$ cat config.mk
export PLATFORM = sky130hd
export DESIGN_NAME = snoop_bus_arbiter
export DESIGN_NICKNAME = d
export VERILOG_FILES = /design/src/rtl/snoop_bus_arbiter.sv
export SDC_FILE = /design/constraint.sdc
export NUM_CORES = 1
export LEC_CHECK = 0
export CORE_MARGIN = 1.5
export CORE_UTILIZATION = 62
export DETAILED_ROUTE_END_ITERATION = 12
export DONT_BUFFER_PORTS = 1
export PLACE_DENSITY = 0.88
export SYNTH_ARGS = -nofsm -noshare
export SYNTH_HDL_FRONTEND = slang
export SYNTH_SLANG_ARGS = --single-unit
export TNS_END_PERCENT = 20
$ cat constraint.sdc
create_clock -name clk -period 2.49 [get_ports clk]
set_input_delay 0.747 -clock clk [delete_from_list [all_inputs] [get_ports clk]]
set_output_delay 0.747 -clock clk [all_outputs]
set_load 0.03 [all_outputs]
$ cat src/rtl/snoop_bus_arbiter.sv
// Shared-bus arbiter for the 4-processor MSI snooping system: round-robin grant,
// then a writeback -> snoop -> memory -> done sequence for the owner.
//
//   state    | meaning
//   ---------+--------------------------------------------------------------
//   IDLE     | bus free; pick round-robin winner from req
//   WB       | mem_wr held WB_CYCLES cycles for the owner's dirty victim
//   SNOOP    | one-cycle snoop_valid broadcast of snoop_op/snoop_src
//   MEM      | mem_rd held MEM_CYCLES cycles for the block fetch
//   DONE     | done[owner] pulse; advance rr pointer past the owner
module snoop_bus_arbiter #(
    parameter int N_PROC     = 4,
    parameter int WB_CYCLES  = 2,
    parameter int MEM_CYCLES = 3
) (
    input  logic                  clk,
    input  logic                  reset,
    input  logic [N_PROC-1:0]     req,
    input  logic [3*N_PROC-1:0]   req_op,
    input  logic [N_PROC-1:0]     req_wb,
    output logic [N_PROC-1:0]     grant,
    output logic                  snoop_valid,
    output logic [2:0]            snoop_op,
    output logic [1:0]            snoop_src,
    output logic                  mem_wr,
    output logic                  mem_rd,
    output logic [N_PROC-1:0]     done,
    output logic                  busy
);

    localparam logic [2:0] ST_IDLE  = 3'd0;
    localparam logic [2:0] ST_WB    = 3'd1;
    localparam logic [2:0] ST_SNOOP = 3'd2;
    localparam logic [2:0] ST_MEM   = 3'd3;
    localparam logic [2:0] ST_DONE  = 3'd4;

    localparam logic [2:0] OP_RD_MISS = 3'b001;
    localparam logic [2:0] OP_WR_MISS = 3'b010;

    logic [2:0]        state_q, state_d;
    logic [1:0]        rr_ptr_q, rr_ptr_d;
    logic [1:0]        owner_q, owner_d;
    logic [2:0]        op_q, op_d;
    logic [N_PROC-1:0] grant_q, grant_d;
    logic [3:0]        cnt_q, cnt_d;

    logic [2:0] ops [N_PROC];
    logic       win_found;
    logic [1:0] win_idx;
    logic [1:0] probe_idx;

    always_comb begin
        for (int i = 0; i < N_PROC; i++) begin
            ops[i] = req_op[3*i +: 3];
        end
    end

    // First requester at or after rr_ptr, wrapping modulo 4.
    always_comb begin
        win_found = 1'b0;
        win_idx   = rr_ptr_q;
        probe_idx = rr_ptr_q;
        for (int k = 0; k < N_PROC; k++) begin
            probe_idx = rr_ptr_q + 2'(k);
            if (!win_found && req[probe_idx]) begin
                win_found = 1'b1;
                win_idx   = probe_idx;
            end
        end
    end

    always_comb begin
        state_d  = state_q;
        rr_ptr_d = rr_ptr_q;
        owner_d  = owner_q;
        op_d     = op_q;
        grant_d  = grant_q;
        cnt_d    = cnt_q;
        case (state_q)
            ST_IDLE: begin
                if (win_found) begin
                    owner_d = win_idx;
                    op_d    = ops[win_idx];
                    grant_d = N_PROC'(1) << win_idx;
                    if (req_wb[win_idx]) begin
                        state_d = ST_WB;
                        cnt_d   = 4'(WB_CYCLES - 1);
                    end else begin
                        state_d = ST_SNOOP;
                    end
                end
            end
            ST_WB: begin
                if (cnt_q == 4'd0) begin
                    state_d = ST_SNOOP;
                end else begin
                    cnt_d = cnt_q - 4'd1;
                end
            end
            ST_SNOOP: begin
                // Invalidates and no-op codes skip memory entirely.
                if (op_q == OP_RD_MISS || op_q == OP_WR_MISS) begin
                    state_d = ST_MEM;
                    cnt_d   = 4'(MEM_CYCLES - 1);
                end else begin
                    state_d = ST_DONE;
                end
            end
            ST_MEM: begin
                if (cnt_q == 4'd0) begin
                    state_d = ST_DONE;
                end else begin
                    cnt_d = cnt_q - 4'd1;
                end
            end
            ST_DONE: begin
                rr_ptr_d = owner_q + 2'd1;
                state_d  = ST_IDLE;
                grant_d  = '0;
                op_d     = 3'b000;
                owner_d  = 2'b00;
            end
            default: begin
                state_d = ST_IDLE;
                grant_d = '0;
                op_d    = 3'b000;
                owner_d = 2'b00;
            end
        endcase
    end

    always_ff @(posedge clk) begin
        if (reset) begin
            state_q  <= ST_IDLE;
            rr_ptr_q <= 2'b00;
            owner_q  <= 2'b00;
            op_q     <= 3'b000;
            grant_q  <= '0;
            cnt_q    <= 4'd0;
        end else begin
            state_q  <= state_d;
            rr_ptr_q <= rr_ptr_d;
            owner_q  <= owner_d;
            op_q     <= op_d;
            grant_q  <= grant_d;
            cnt_q    <= cnt_d;
        end
    end

    assign grant       = grant_q;
    assign snoop_op    = op_q;
    assign snoop_src   = owner_q;
    assign busy        = (state_q != ST_IDLE);
    assign snoop_valid = (state_q == ST_SNOOP);
    assign mem_wr      = (state_q == ST_WB);
    assign mem_rd      = (state_q == ST_MEM);
    assign done        = (state_q == ST_DONE) ? grant_q : '0;

endmodule
* Yosys cells after proc, flatten, opt, wreduce, memory -nomap -nowiden
Cells that the tools add are included.
** Operators by class
- Shift-type cells :: 1
- Bitwise logic cells :: 2
- Add/subtract/negate cells :: 5
- Magnitude comparators :: 6
- Mux-type cells :: 38
- Equality and inequality tests :: 12
- Reduce and logical (&&, ||, !) cells :: 16
** Operators with widths (count)
- 2-to-1 mux 4 bit :: 6
- 2-to-1 mux 3 bit :: 7
- less-than comparator 2 x 3 -> 1 bit, second input constant :: 5
- case mux 3 bit (4 select lines) :: 1
- case mux 4 bit (3 select lines) :: 1
- binary-select mux 1 bit (select 2 bit) :: 5
- 2-to-1 mux 2 bit :: 5
- == test 3 x 2 -> 1 bit, second input constant :: 3
- 2-to-1 mux 1 bit :: 9
- case mux 4 bit (2 select lines) :: 1
- binary-select mux 3 bit (select 2 bit) :: 1
- == test 3 x 1 -> 1 bit, second input constant :: 2
- != test 2 x 1 -> 1 bit, second input constant :: 3
- != test 2 bit, second input constant :: 3
- case mux 3 bit (2 select lines) :: 1
- nonzero test 3 bit :: 2
- AND reduction 5 bit :: 1
- adder 2 x 1 -> 2 bit, second input constant :: 2
- adder 2 bit, second input constant :: 2
- logical NOT 4 bit :: 1
- case mux 2 bit (2 select lines) :: 1
- left shift 1 x 2 -> 4 bit, first input constant :: 1
- subtractor 4 x 1 -> 4 bit, second input constant :: 1
- == test 3 bit, second input constant :: 1
- 11 further kinds :: 15
** Storage, ports and cells
- Bits of input ports :: 22
- Output and inout port bits :: 17
- Logic and storage cells :: 86
- Bits in registers :: 18

* Logic depth before layout (Yosys ltp)
- Depth in word-level cells :: 18
- Mapped depth :: 7
- Depth with buffers taken out :: 7

* Worst setup path after synthesis
No wires, ideal clock.
- Kind :: input port to flip-flop
- From :: input port req[2]
- To :: register cnt_q[2]
- Data required time :: 2.365 ns
- Library setup time :: 0.125 ns
- Data arrival time :: 2.074 ns
- Cell stages on the path :: 6
- Slack :: 0.291 ns
- Path buffers :: 1
- Cell sequence :: nor3_1 a2111oi_4 buf_6 o21ba_2 o211a_4 o41a_1
** Between the ends
- Word-level cells in the longest chain between the ends :: 16
- Elaborated cells between the ends (all ways) :: 26
- Those cells by class :: eq/ne (2); mux (17); reduce/logical (7)
** RTL lines
- start: declaration :: RTL line 18 : input logic [N_PROC-1:0] req,
- binary-select mux 1 bit (select 2 bit) :: RTL line 65 : if (!win_found && req[probe_idx]) begin
- 2-to-1 mux 1 bit (implied by the code) :: RTL line 65
- 2-to-1 mux 1 bit :: RTL line 65
- logical NOT 1 bit :: RTL line 65
- logical AND 1 bit :: RTL line 65
- 2-to-1 mux 1 bit :: RTL line 65
- logical NOT 1 bit :: RTL line 65
- logical AND 1 bit :: RTL line 65
- 2-to-1 mux 1 bit :: RTL line 65
- logical NOT 1 bit :: RTL line 65
- logical AND 1 bit :: RTL line 65
- 2-to-1 mux 2 bit :: RTL line 65
- binary-select mux 1 bit (select 2 bit) :: RTL line 85 : if (req_wb[win_idx]) begin
- 2-to-1 mux 1 bit (implied by the code) :: RTL line 85
- != test 2 bit (no line)
- AND reduction 5 bit (no line) (*)
- end signal: assignment :: RTL line 146 : cnt_q <= cnt_d;
- end: declaration :: RTL line 45 : logic [3:0] cnt_q, cnt_d;
Mark *: on every way between the ends. The rest lies on a longest branch, timed or not. The select of a mux whose other input is x is not followed.
A chain may end at the register's enable or synchronous reset.

* Final worst setup path
- From :: register state_q[2]
- To :: output port mem_wr
** Between the ends
- Word-level cells in the longest chain between the ends :: 1
** RTL lines
- start: declaration :: RTL line 40 : logic [2:0] state_q, state_d;
- start signal: assignment :: RTL line 141 : state_q <= state_d;
- == test 3 x 1 -> 1 bit :: RTL line 155 : assign mem_wr = (state_q == ST_WB);
- end: declaration :: RTL line 25 : output logic mem_wr,
Every way passes these cells.

==> run_results.csv <==
group,metric,value,unit
status,status,"complete, no violations",
synth,synth_ff_type,"dfxtp_1",
sta,hold_viol_final,0,
global_routing,grt_max_degree,20,
critical_path,arrival,1.52,ns
routing,drt-initial-drc-count,57,
synth,avgSynthCellArea,8.460,sq um
routing,viasPerCell,6.536,
clocking,htree_levels,1,
clocking,holdBufCountCts,0,
pwr,p_leak,0.5115,nW
place,gp_congestion,0.8605,
global_routing,antenna_found_initial,0,
global_routing,grtUsageMet1,30.28,%
sta,max_freq,441.6,MHz
critical_path,worst-path-buf-inv,1,
routing,drc,0,
global_routing,grt.total_usage,27.29,%
sta,fin_crit,2.264,ns
routing,drt-total-wl,2.875,mm
sta,skew,0.007548,ns
critical_path,r2r_cells,5,
synth,syn_nets,170,
hold_path,hold_path_class,"in2reg",
sta,setup_tns,0,ns
global_routing,overflow,0,
critical_path,timing.rr.start,"rr_ptr_q[1]",
critical_path,required,1.74,ns
synth,synthArstFlopShare,0,%
synth,ys_types,49,
cells_and_area,final_nets,176,
synth,ys_ff_latch,18,
place,port_buffers,0,
cells_and_area,drive_gt1_share,15.13,%
global_routing,use_met2,46.13,%
synth,synth-seq-area-share,28.97,%
clocking,clockBufferDepth,2,
floorplanning,die-width,47.79,microns
routing,first_pass_iters,4,
place,placed_cell_area,1276,sq um
global_routing,grt.busiest_layer,"met2",
hold_path,hold_path_depth,1,
cells_and_area,design_area,1313,sq um
global_routing,grt_util_met3,8.302,%
pwr,vdd_drop_max,0.5500,mV
pwr,powerDensity,1191,nW/um^2
synth,syn-instance-count,147,
clocking,cts_tree,"built",
pwr,fin_total_pwr,0.001564,W
clocking,clk_transition_reported_paths,0.10,ns
critical_path,cpPeakStageDelay,0.69,ns
floorplanning,die_area,2283,sq um
clocking,cts_resized,0,
critical_path,regToRegSetupSlack,0.40,ns
critical_path,cp-end-kind,"output pin",
floorplanning,pin_count,39,
critical_path,cp_max_fo,17,
clocking,cts_root_buf,"clkbuf_4",
global_routing,grt_pass1_vias,1036,
synth,yosysWarnings,0,
place,hpwl,2.156,mm
critical_path,crit_slowest_cell,"dfxtp_1",
flow_run,max_cap_viol_count,0,
floorplanning,start_util,64.71,%
clocking,numCtsBuffers,3,
sta,rsz0062_at_grt,"false",
sta,period_share,90.94,%
floorplanning,rows,16,
synth,synth_edf_count,0,
critical_path,worstSetupPathType,"reg2out",
routing,num_vias,1170,
critical_path,worst_r2r_endpoint,"cnt_q[2]",
floorplanning,coreArea,1922,sq um
global_routing,grt_pass1_wl,4.340,mm
critical_path,path_cells,"nand2b_1 > nor2_1 > buf_4",
sta,finalSetupViolations,0,
routing,wl_per_cell,16.06,microns
cells_and_area,areaGrowthSynthToFinish,5.533,%
critical_path,cp_top_family,"flip-flops",
clocking,worstSkewPairLatency,0.30,ns
hold_path,hold_end,"state_q[2]",
synth,syn_area,1244,sq um
sta,drv_slew,0,
clocking,clock_sinks,18,
sta,worstMarginPinSlew,0.6619,ns
cells_and_area,antenna_cells,0,
floorplanning,die_h,47.79,microns
sta,slew_headroom,55.87,%
clocking,cts_setup_buffers,0,
routing,antenna_left,0,
hold_path,min_from,"reset",
critical_path,crit_path_start_kind,"register",
-- sequential cells by signal, indices dropped and copies added, names as in the netlist --
signal / count
grant: 4
state_q: 3
cnt_q: 4
snoop_op: 3
snoop_src: 2
rr_ptr_q: 2
-- layout make-up --
cell class	count	area (sq um)
Multi-Input combinational cell	113	784.5
Fill cell	173	609.3
Sequential cell	18	360.3
Timing Repair Buffer	9	67.56
Clock buffer	4	36.28
Tap cell	27	33.78
Inverter	8	30.03
-- Yosys cell counts (4+ instances only) --
library cell	count	share of area, %
nor3_1	8	3.2
dfxtp_1	18	29
a32oi_1	4	2.8
o21ai_0	4	1.6
and3_1	4	2.0
inv_1	7	2.1
mux2i_1	6	4.8
o311ai_1	4	2.8
o21a_1	4	2.4
nor2_1	24	7.2
-- how the worst max path moves through the flow --
stage	startpoint	end	slack, ns	cells past startpoint
final	state_q[2]	mem_wr	0.23	3
after global routing	state_q[2]	mem_rd	0.13	3
after floorplan	req[2]	cnt_q[2]	0.29	6
after detailed placement	req[3]	cnt_q[2]	0.09	5
after global placement	req[3]	cnt_q[2]	0.17	5
after CTS	state_q[2]	mem_wr	0.24	3
-- through the flow --
step | utilization (%) | setup WS [ns] | instances | hold slack [ns]
6_report | 68.29 | 0.2256 | 179 | 0.5102
5_1_grt | 68.29 | 0.1298 | 179 | 0.4992
4_1_cts | 68.29 | 0.2447 | 179 | 0.5058
3_5_place_dp | 66.41 | 0.08988 | 175 | 0.5227
3_3_place_gp | 66.41 | 0.1659 | 175 | 0.5038
2_1_floorplan | - | 0.2908 | 147 | 0.4804
-- logic make-up (layout without fill, tap and decap cells) --
group / after synthesis / after routing / share of synthesized area, %
buffers and inverters: 16 / 21 / 7.948
AOI/OAI and AO/OA: 42 / 42 / 29.07
and+or+nand+nor: 61 / 61 / 26.06
muxes: 6 / 6 / 4.829
DFF: 18 / 18 / 28.97
xor gates and xnor gates: 3 / 3 / 2.113
adders and majority gates: 1 / 1 / 1.006
-- power by group --
| group | switching (W) | internal [W] | total [W] |
|---|---|---|---|
| logic | 0.000496 | 0.000339 | 0.000835 |
| registers | 0.000177 | 0.000373 | 0.000550 |
| clock network | 0.0000894 | 0.0000892 | 0.000179 |
| total | 0.000762 | 0.000802 | 0.00156 |
-- cells in the final DEF (no fill, tap or decap), drive strengths merged, types with 4 or more instances in the layout --
cell type / n
nor2: 24
clkbuf: 4
a32oi: 4
and3: 5
nor3: 10
inv: 8
o311ai: 4
buf: 9
dfxtp: 18
o21a: 4
mux2i: 6
o21ai: 7
-- worst reg2reg max path: stages, from the launching register on --
cell	delay, ns
dfxtp_1	0.43
nor3_1	0.12
a2111oi_4	0.61
nor3_1	0.17
o211a_4	0.29
o41a_1	0.37
-- routing by layer --
metal	up-vias	wire length, microns
met5	-	0
met4	0	35
met3	5	284
met2	64	1421
met1	540	1134
li1	561	-
Power figures use the tool's default switching activity.
